`config.mk`:
```
export PLATFORM = sky130hd
export DESIGN_NAME = light_sequencer
export DESIGN_NICKNAME = d
export VERILOG_FILES = /design/src/rtl/traffic_pkg.sv /design/src/rtl/second_tick.sv /design/src/rtl/light_sequencer.sv
export SDC_FILE = /design/constraint.sdc
export NUM_CORES = 1
export LEC_CHECK = 0
export CAP_MARGIN = 40
export CORE_MARGIN = 4
export CORE_UTILIZATION = 53
export DETAILED_ROUTE_END_ITERATION = 8
export PLACE_DENSITY = 0.72
export SYNTH_ARGS = -nofsm -noshare
export SYNTH_HDL_FRONTEND = slang
export SYNTH_SLANG_ARGS = --single-unit
```
`constraint.sdc`:
```
create_clock -name clk -period 7.9 [get_ports clk]
set_clock_uncertainty 0.05 [all_clocks]
set_input_delay 1.185 -clock clk [delete_from_list [all_inputs] [get_ports clk]]
set_output_delay 1.185 -clock clk [all_outputs]
set_load 0.05 [all_outputs]
```
`src/rtl/traffic_pkg.sv`:
```
// Shared traffic-light types: the 2-bit light code and the approach state encoding.
// Used by light_sequencer, fsm and semaforo.
package traffic_pkg;

  localparam logic [1:0] LIGHT_RED    = 2'b00;
  localparam logic [1:0] LIGHT_GREEN  = 2'b01;
  localparam logic [1:0] LIGHT_YELLOW = 2'b10;
  localparam logic [1:0] LIGHT_OFF    = 2'b11;

  typedef enum logic [2:0] {
    RED      = 3'd0,
    GREEN    = 3'd1,
    YELLOW   = 3'd2,
    ALL_RED  = 3'd3,
    DISABLED = 3'd4
  } state_t;

  // Steady light code for a state; the flashing DISABLED pattern is handled by the sequencer.
  function automatic logic [1:0] light_of(input state_t s);
    case (s)
      GREEN:   light_of = LIGHT_GREEN;
      YELLOW:  light_of = LIGHT_YELLOW;
      default: light_of = LIGHT_RED;
    endcase
  endfunction

endpackage

```
`src/rtl/second_tick.sv`:
```
// CLK_HZ prescaler: counts 0..CLK_HZ-1 and raises o_tick in the cycle whose edge wraps it to 0.
// i_clear restarts the count so a phase always begins on a full second.
module second_tick #(
  parameter int CLK_HZ = 10000
) (
  input  logic clk,
  input  logic i_rst,
  input  logic i_clear,
  output logic o_tick
);

  localparam int CNT_W = (CLK_HZ > 1) ? $clog2(CLK_HZ) : 1;
  localparam logic [CNT_W-1:0] LAST = CNT_W'(CLK_HZ - 1);

  logic [CNT_W-1:0] r_cnt;

  assign o_tick = (r_cnt == LAST);

  always_ff @(posedge clk) begin
    if (i_rst || i_clear) begin
      r_cnt <= '0;
    end else if (o_tick) begin
      r_cnt <= '0;
    end else begin
      r_cnt <= r_cnt + 1'b1;
    end
  end

endmodule

```
`src/rtl/light_sequencer.sv`:
```
// Per-approach phase sequencer: enforces minimum green, yellow and all-red clearance, drives semaforo.
// Define LIGHT_SEQUENCER_FLASH_EN to flash yellow/off while disabled instead of holding red.
module light_sequencer
  import traffic_pkg::*;
#(
  parameter int CLK_HZ      = 10000,
  parameter int GREEN_MIN_S = 5,
  parameter int YELLOW_S    = 3,
  parameter int CLEAR_S     = 1,
  parameter int SEC_W       = 8
) (
  input  logic       clk,
  input  logic       clock_reset,
  input  logic       enable,
  input  logic       req_go,
  input  logic       req_stop,
  output logic [1:0] light,
  output logic       is_red,
  output logic       ack,
  output logic       done
);

  localparam logic [SEC_W-1:0] GREEN_MIN_C = SEC_W'(GREEN_MIN_S);
  localparam logic [SEC_W-1:0] YELLOW_C    = SEC_W'(YELLOW_S);
  localparam logic [SEC_W-1:0] CLEAR_C     = SEC_W'(CLEAR_S);

  state_t           r_state;
  logic [SEC_W-1:0] r_secs;
  logic             r_stop_pend;
  logic [1:0]       r_light;
  logic             r_is_red;
  logic             r_ack;
  logic             r_done;

  state_t           w_next;
  logic             w_enter;
  logic             w_tick;
  logic [SEC_W-1:0] w_secs_eff;

  second_tick #(
    .CLK_HZ (CLK_HZ)
  ) u_second_tick (
    .clk     (clk),
    .i_rst   (clock_reset),
    .i_clear (w_enter),
    .o_tick  (w_tick)
  );

  // Seconds count as it will stand after this edge; comparing against it makes an
  // N-second phase last exactly N*CLK_HZ cycles (and a 0-second phase one cycle).
  always_comb begin
    w_secs_eff = r_secs;
    if (w_tick && (r_secs != {SEC_W{1'b1}})) begin
      w_secs_eff = r_secs + 1'b1;
    end
  end

  always_comb begin
    w_next = r_state;
    if (!enable) begin
      w_next = DISABLED;
    end else begin
      case (r_state)
        RED:      if (req_go) w_next = GREEN;
        GREEN:    if ((w_secs_eff >= GREEN_MIN_C) && (req_stop || r_stop_pend)) w_next = YELLOW;
        YELLOW:   if (w_secs_eff == YELLOW_C) w_next = ALL_RED;
        ALL_RED:  if (w_secs_eff == CLEAR_C) w_next = RED;
        DISABLED: w_next = RED;
        default:  w_next = RED;
      endcase
    end
  end

  assign w_enter = (w_next != r_state);

  always_ff @(posedge clk) begin
    if (clock_reset) begin
      r_state     <= RED;
      r_secs      <= '0;
      r_stop_pend <= 1'b0;
      r_light     <= LIGHT_RED;
      r_is_red    <= 1'b1;
      r_ack       <= 1'b0;
      r_done      <= 1'b0;
    end else begin
      r_state <= w_next;
      r_secs  <= w_enter ? '0 : w_secs_eff;

      // A stop latched in GREEN must not survive a trip through DISABLED.
      if ((w_next == YELLOW) || (w_next == DISABLED)) begin
        r_stop_pend <= 1'b0;
      end else if ((r_state == GREEN) && req_stop) begin
        r_stop_pend <= 1'b1;
      end

      r_ack  <= (r_state == RED) && (w_next == GREEN);
      r_done <= (r_state == ALL_RED) && (w_next == RED);

`ifdef LIGHT_SEQUENCER_FLASH_EN
      if (w_next == DISABLED) begin
        r_is_red <= 1'b0;
        if (r_state != DISABLED) begin
          r_light <= LIGHT_YELLOW;
        end else if (w_tick) begin
          r_light <= (r_light == LIGHT_YELLOW) ? LIGHT_OFF : LIGHT_YELLOW;
        end
      end else begin
        r_light  <= light_of(w_next);
        r_is_red <= (w_next == RED) || (w_next == ALL_RED);
      end
`else
      r_light  <= light_of(w_next);
      r_is_red <= (w_next != GREEN) && (w_next != YELLOW);
`endif
    end
  end

  assign light  = r_light;
  assign is_red = r_is_red;
  assign ack    = r_ack;
  assign done   = r_done;

endmodule

```
# [After elaboration in Yosys (flattened, before gate mapping)]
# Cells that the tools add are included.
[totals] register_bits=31 latch_bits=0 mem_bits_rw=0 mem_bits_ro=0 input_bits=5 out_inout_bits=5 word_cells=46 n_memories=0
[classes] addsub=2 multipliers=0 div=0 n_lt_le_gt_ge=1 eq_ne=13 shift=0 mux=8 n_bitwise=0 n_reduce_logical=14
[op_table] cell="3-bit two-way mux" count=5
[op_table] cell="14-bit by 1-bit adder with 14-bit output, second input constant" count=1
[op_table] cell="14-bit equality test, second input constant" count=1
[op_table] cell="3-bit case mux with 4 select lines" count=1
[op_table] cell="3-bit by 2-bit equality test with 1-bit output, second input constant" count=3
[op_table] cell="8-bit by 1-bit adder with 8-bit output, second input constant" count=1
[op_table] cell="8-bit by 1-bit equality test with 1-bit output, second input constant" count=1
[op_table] cell="8-bit by 2-bit equality test with 1-bit output, second input constant" count=1
[op_table] cell="8-bit by 3-bit greater-or-equal comparator with 1-bit output, second input constant" count=1
[op_table] cell="8-bit two-way mux" count=1
[op_table] cell="8-bit inequality test, second input constant" count=1
[op_table] cell="3-bit by 1-bit equality test with 1-bit output, second input constant" count=2
[op_table] cell="1-bit logical AND" count=6
[op_table] cell="3-bit logical NOT" count=2
[op_table] cell="2-bit OR reduction" count=3
[op_table] cell="2-bit case mux with 2 select lines" count=1
[op_table] cell="3-bit equality test, second input constant" count=1
[op_table] cell="1-bit logical OR" count=3
[op_table] cell="3-bit by 1-bit inequality test with 1-bit output, second input constant" count=1
[op_table] cell="3-bit by 2-bit inequality test with 1-bit output, second input constant" count=1
[op_table] cell="3-bit inequality test" count=1

# [Depth between registers and ports, before layout]
[depth] word_depth=11 ltp_mapped=12 depth_no_buf=9

# [Cells and area by module]
# A second synthesis with hierarchy kept.
[unflattened] hier_cells=208 hier_area_um2=1774.2
[by_module_without_submodules] module="light_sequencer" instances=1 cells_each=139 area_each_um2=1164.9 seq_area_each_um2=340.3
[by_module_without_submodules] module="second_tick" instances=1 cells_each=69 area_each_um2=609.3 seq_area_each_um2=280.3

# [Worst setup path before layout]
# Ideal clock, no wire load.
[synth_path] path_type="reg2reg" start="reg u_second_tick.r_cnt[0]" end="reg u_second_tick.r_cnt[10]" setup_ps=139 t_arrival_ps=2478 required_time_ps=7711 path_slack_ps=5233 stages_incl_launch_ff=11 path_buffers=2 synth_period_minus_slack_ps=2667 path_cell_list="dfxtp_1 -> ha_1 -> and3_1 -> buf_4 -> nand4_2 -> a31oi_4 -> mux2i_2 -> a211oi_4 -> o41ai_4 -> buf_6 -> nor4_2"
[synth_via] elab_chain_cells=11 word_cells_on_any_way=16 cone_classes="add/sub (1); order compare (1); eq/ne (4); mux (6); reduce/logical (4)"
[synth_lines] item="start: declaration" line_no="second_tick.sv:15" rtl="logic [CNT_W-1:0] r_cnt;"
[synth_lines] item="start signal: assignment" line_no="second_tick.sv:25" rtl="r_cnt <= r_cnt + 1'b1;"
[synth_lines] item="14-bit equality test" line_no="second_tick.sv:17" rtl="assign o_tick = (r_cnt == LAST);"
[synth_lines] item="1-bit logical AND" line_no="light_sequencer.sv:53" rtl="if (w_tick && (r_secs != {SEC_W{1'b1}})) begin"
[synth_lines] item="8-bit two-way mux" line_no="light_sequencer.sv:53"
[synth_lines] item="8-bit by 3-bit greater-or-equal comparator with 1-bit output" line_no="light_sequencer.sv:65" rtl="GREEN: if ((w_secs_eff >= GREEN_MIN_C) && (req_stop || r_stop_pend)) w_next = YELLOW;"
[synth_lines] item="1-bit logical AND" line_no="light_sequencer.sv:65"
[synth_lines] item="3-bit two-way mux" line_no="light_sequencer.sv:65"
[synth_lines] item="3-bit case mux with 4 select lines" line_no="light_sequencer.sv:63" rtl="case (r_state)"
[synth_lines] item="3-bit two-way mux" line_no="light_sequencer.sv:60" rtl="if (!enable) begin"
[synth_lines] item="3-bit inequality test" line_no="light_sequencer.sv:74" rtl="assign w_enter = (w_next != r_state);"
[synth_lines] item="1-bit logical OR" line_no="second_tick.sv:20" rtl="if (i_rst || i_clear) begin"
[synth_lines] item="2-bit OR reduction (no source line)"
# Several ways; a longest one is shown, not always the timed one.
# A chain may end at the register's enable or synchronous reset.

# [Worst setup path after layout]
[layout_path] start="reg u_second_tick.r_cnt[0]" end="reg u_second_tick.r_cnt[1]"
# The elaborated chain is that of the path after synthesis.

==> summary.md <==
| Metric | Value |
|---|---|
| Reg clk slew, reported paths | 0.10 ns |
| Share of cells above drive strength 1 | around 23% |
| Cts repair resizes | 0 |
| Area grow syn2layout | 4.759% |
| Unrepaired setup endpoints after global routing | no |
| Layout fillers | 319 |
| Clk buf depth | 2 |
| Post-synth cell types | 55 |
| Wire length per cell | between 15 and 20 um |
| Status | complete, no violations |
| Htree depth | 2 |
| DP Area | 1942 um2 |
| Max stage delay on crit path | 0.59 ns |
| Vias in the first global route | 1437 |
| Mapped Cells | around 200 |
| Setup crit start | u_second_tick.r_cnt[0]$_SDFF_PP0_ |
| Pwr/cell area | ~140 nW/um2 |
| WL final | around 3700 um |
| Sequential area share after synthesis | between 30% and 40% |
| Synth Flop Type | dfxtp_1 |
| Max-slew violation count | 0 |
| Final Util | 58.86% |
| Crit-path slowest cell | and4_1 |
| Worst Setup End Kind | flop |
| Design area | 2011 um2 |
| Fin Setup TNS | 0 ns |
| Final hold vios | 0 |
| Root Buffer | clkbuf_4 |
| TritonCTS Buffers | 5 |
| Nets | 207 |
| Asr flop ratio synth | 0% |
| Final period utilization | about two fifths |
| Commonest non-fill, non-tap cell in the layout | dfxtp_1 |
| Max_cap viols | 0 |
| Worst-path cell chain | ha_1, and3_1, and4_1, nor3b_1, nor3_1, nand4_1, a21boi_1, o41ai_4, buf_4, nor4b_1 |
| HPWL Detailed | 2662 um |
| Initial Util | approximately 56% |
| Antenna diodes | 0 |
| Top-level I/O count | 10 |
| Gpl congestion | about 0.9 |
| Post CTS Setup Buffer Count | 0 |
| CTS tree | yes |
| Post-synthesis cell area | 1919 um2 |
| Register area | between 600 and 700 um2 |
| CP max FO | 22 |
| Cts hold-fix bufs | 0 |
| DR DRC count | 0 |
| FMAX | 0.3212 GHz |
| Reg2reg start | u_second_tick.r_cnt[0]$_SDFF_PP0_ |
| First-pass GRT wire length | roughly 6700 um |
| Total GRT Usage | a little under a fifth |
| Drt pass-1 iters | 4 |
| Port bufs | 9 |
| Die ar. | approximately 4600 um2 |
| Slew margin rel. | 62.67% |
| Worst setup SP type | flop |
| Worst hold start | u_second_tick.r_cnt[0]$_SDFF_PP0_ |
| Worst-Margin Slew | around 0.56 ns |
| Final min period | 3.113 ns |
| Core Area | 3416 um2 |
| Grt total ovfl | 0 |
| Data arrival, critical path | 3.30 ns |
| Clock Sinks | 31 |
| Hold Crit Class | reg -> reg |
| Die width | 68.18 um |
| Seq cells post-synth | 31 |
| Area of the multi-input gates | 1144 um2 |
| Initial drt markers | 71 |
| Largest net degree at the start of global routing | 25 |
| YS warnings | 0 |
| Most frequent cells in the layout | 31 x dfxtp_1, 15 x nand3_1, 14 x nor3_2, 11 x nor2_1, 10 x xnor2_1 |
| EDFF count, synth | 0 |
| Routed vias/inst | 5.984 |
| Syn avg cell area | 9.743 um2 |
| Syn nets | slightly above 200 |
| Crit path kind | reg -> reg |
| Leakage power | 0.6379 nW |
| Worst vdd ir | between 0.00008 and 0.00009 V |
| Final ANT Viol Nets | 0 |
| Cell row count | 21 |
| Req. time, crit path | 8.09 ns |
| Routed vias | 1478 |
| Initial antenna violation count | 0 |
| Skew-Pair Late Insertion Delay | 0.33 ns |
| Final setup fails | 0 |
| Vert. Die Dim | 68.18 um |
cell usage after synthesis (2+ instances only):
| master | n | area, um2 |
|---|---|---|
| nor2b_1 | 2 | 12.51 |
| and3_1 | 6 | 37.54 |
| nand2_1 | 8 | 30.03 |
| buf_4 | 2 | 15.01 |
| xnor2_1 | 10 | 87.58 |
| nor4_1 | 3 | 18.77 |
| buf_6 | 9 | 101.4 |
| nor2_1 | 11 | 41.29 |
| nor3_2 | 14 | 140.1 |
| nor3b_1 | 2 | 15.01 |
| a31oi_1 | 3 | 18.77 |
| buf_2 | 2 | 10.01 |
| nor4_2 | 7 | 87.58 |
| or2_2 | 2 | 12.51 |
| mux2i_1 | 2 | 20.02 |
| xor2_1 | 8 | 70.07 |
| nand4_1 | 7 | 43.79 |
| nand2b_1 | 3 | 18.77 |
| nand3_1 | 15 | 75.07 |
| a21oi_1 | 2 | 10.01 |
| inv_1 | 4 | 15.01 |
| nor4b_1 | 2 | 17.52 |
| ha_1 | 2 | 25.02 |
| nor3_1 | 7 | 35.03 |
| and2_1 | 4 | 25.02 |
| dfxtp_1 | 31 | 620.6 |
metal layers:
| layer | track usage [%] | vias up | wire [um] |
|---|---|---|---|
| met1 | 23.52 | 713 | 1656 |
| met4 | 7.940 | 0 | 63 |
| met2 | 31.41 | 34 | 1858 |
| met3 | 4.269 | 6 | 135 |
| li1 | - | 725 | - |
| met5 | 0 | - | 0 |
worst paths after layout:
path | end | slack (ns) | depth (start not counted)
worst min register to register | u_second_tick.r_cnt[0]$_SDFF_PP0_ | 0.47 | 1
worst max-delay path | u_second_tick.r_cnt[1]$_SDFF_PP0_ | 4.79 | 10
worst min-delay path | u_second_tick.r_cnt[0]$_SDFF_PP0_ | 0.47 | 1
worst max register to register | u_second_tick.r_cnt[1]$_SDFF_PP0_ | 4.79 | 10
stage by stage:
stage / cells / worst slack [ns] / hold slack, ns / total power [mW]
floorplan: 197 / 5.233 / 0.4118 / 0.1817
global placement: 239 / 4.930 / 0.4318 / 0.1855
detailed placement: 239 / 4.833 / 0.4531 / 0.1860
CTS: 247 / 4.773 / 0.4722 / 0.2913
global route: 247 / 4.525 / 0.5011 / 0.3008
finish: 247 / 4.787 / 0.4696 / 0.2877
critical path, delay by kind of cell (launching register included):
kind            cells  cell delay [ns]
simple gates        6             1.70
flops               1             0.41
compound gates      2             0.37
buf+inv             1             0.25
fa+ha+maj           1             0.22
where the power goes:
group / total (mW) / switching, mW / leakage [nW] / internal, mW
clock: 0.105 / 0.0530 / 0.0386 / 0.0523
sequential: 0.160 / 0.00189 / 0.250 / 0.158
combinational: 0.0228 / 0.0148 / 0.349 / 0.00791
cell type report:
cell class              instances  share of cell area [%]
clock buffers                   8                   3.423
well taps                      46                   2.862
repair buffers                 11                   5.227
multi-input cells             147                   56.88
inverters                       4                  0.7467
flip-flops and latches         31                   30.86
cell families (layout without fill, tap and decap cells):
kind of cell	count (synthesis)	after routing	share of synthesized area, %
buf+inv	19	23	8.083
fa+ha+maj	2	2	1.304
compound gates	23	23	11.93
mux	3	3	1.760
simple gates	101	101	36.37
flops	31	31	32.33
xor+xnor	18	18	8.214
flip-flops by register name, indices dropped and copies added (netlist names):
register             count
done                     1
light                    2
r_state                  3
r_stop_pend              1
u_second_tick.r_cnt     14
ack                      1
is_red                   1
r_secs                   8
No activity file was read; power rests on OpenSTA's default activity.
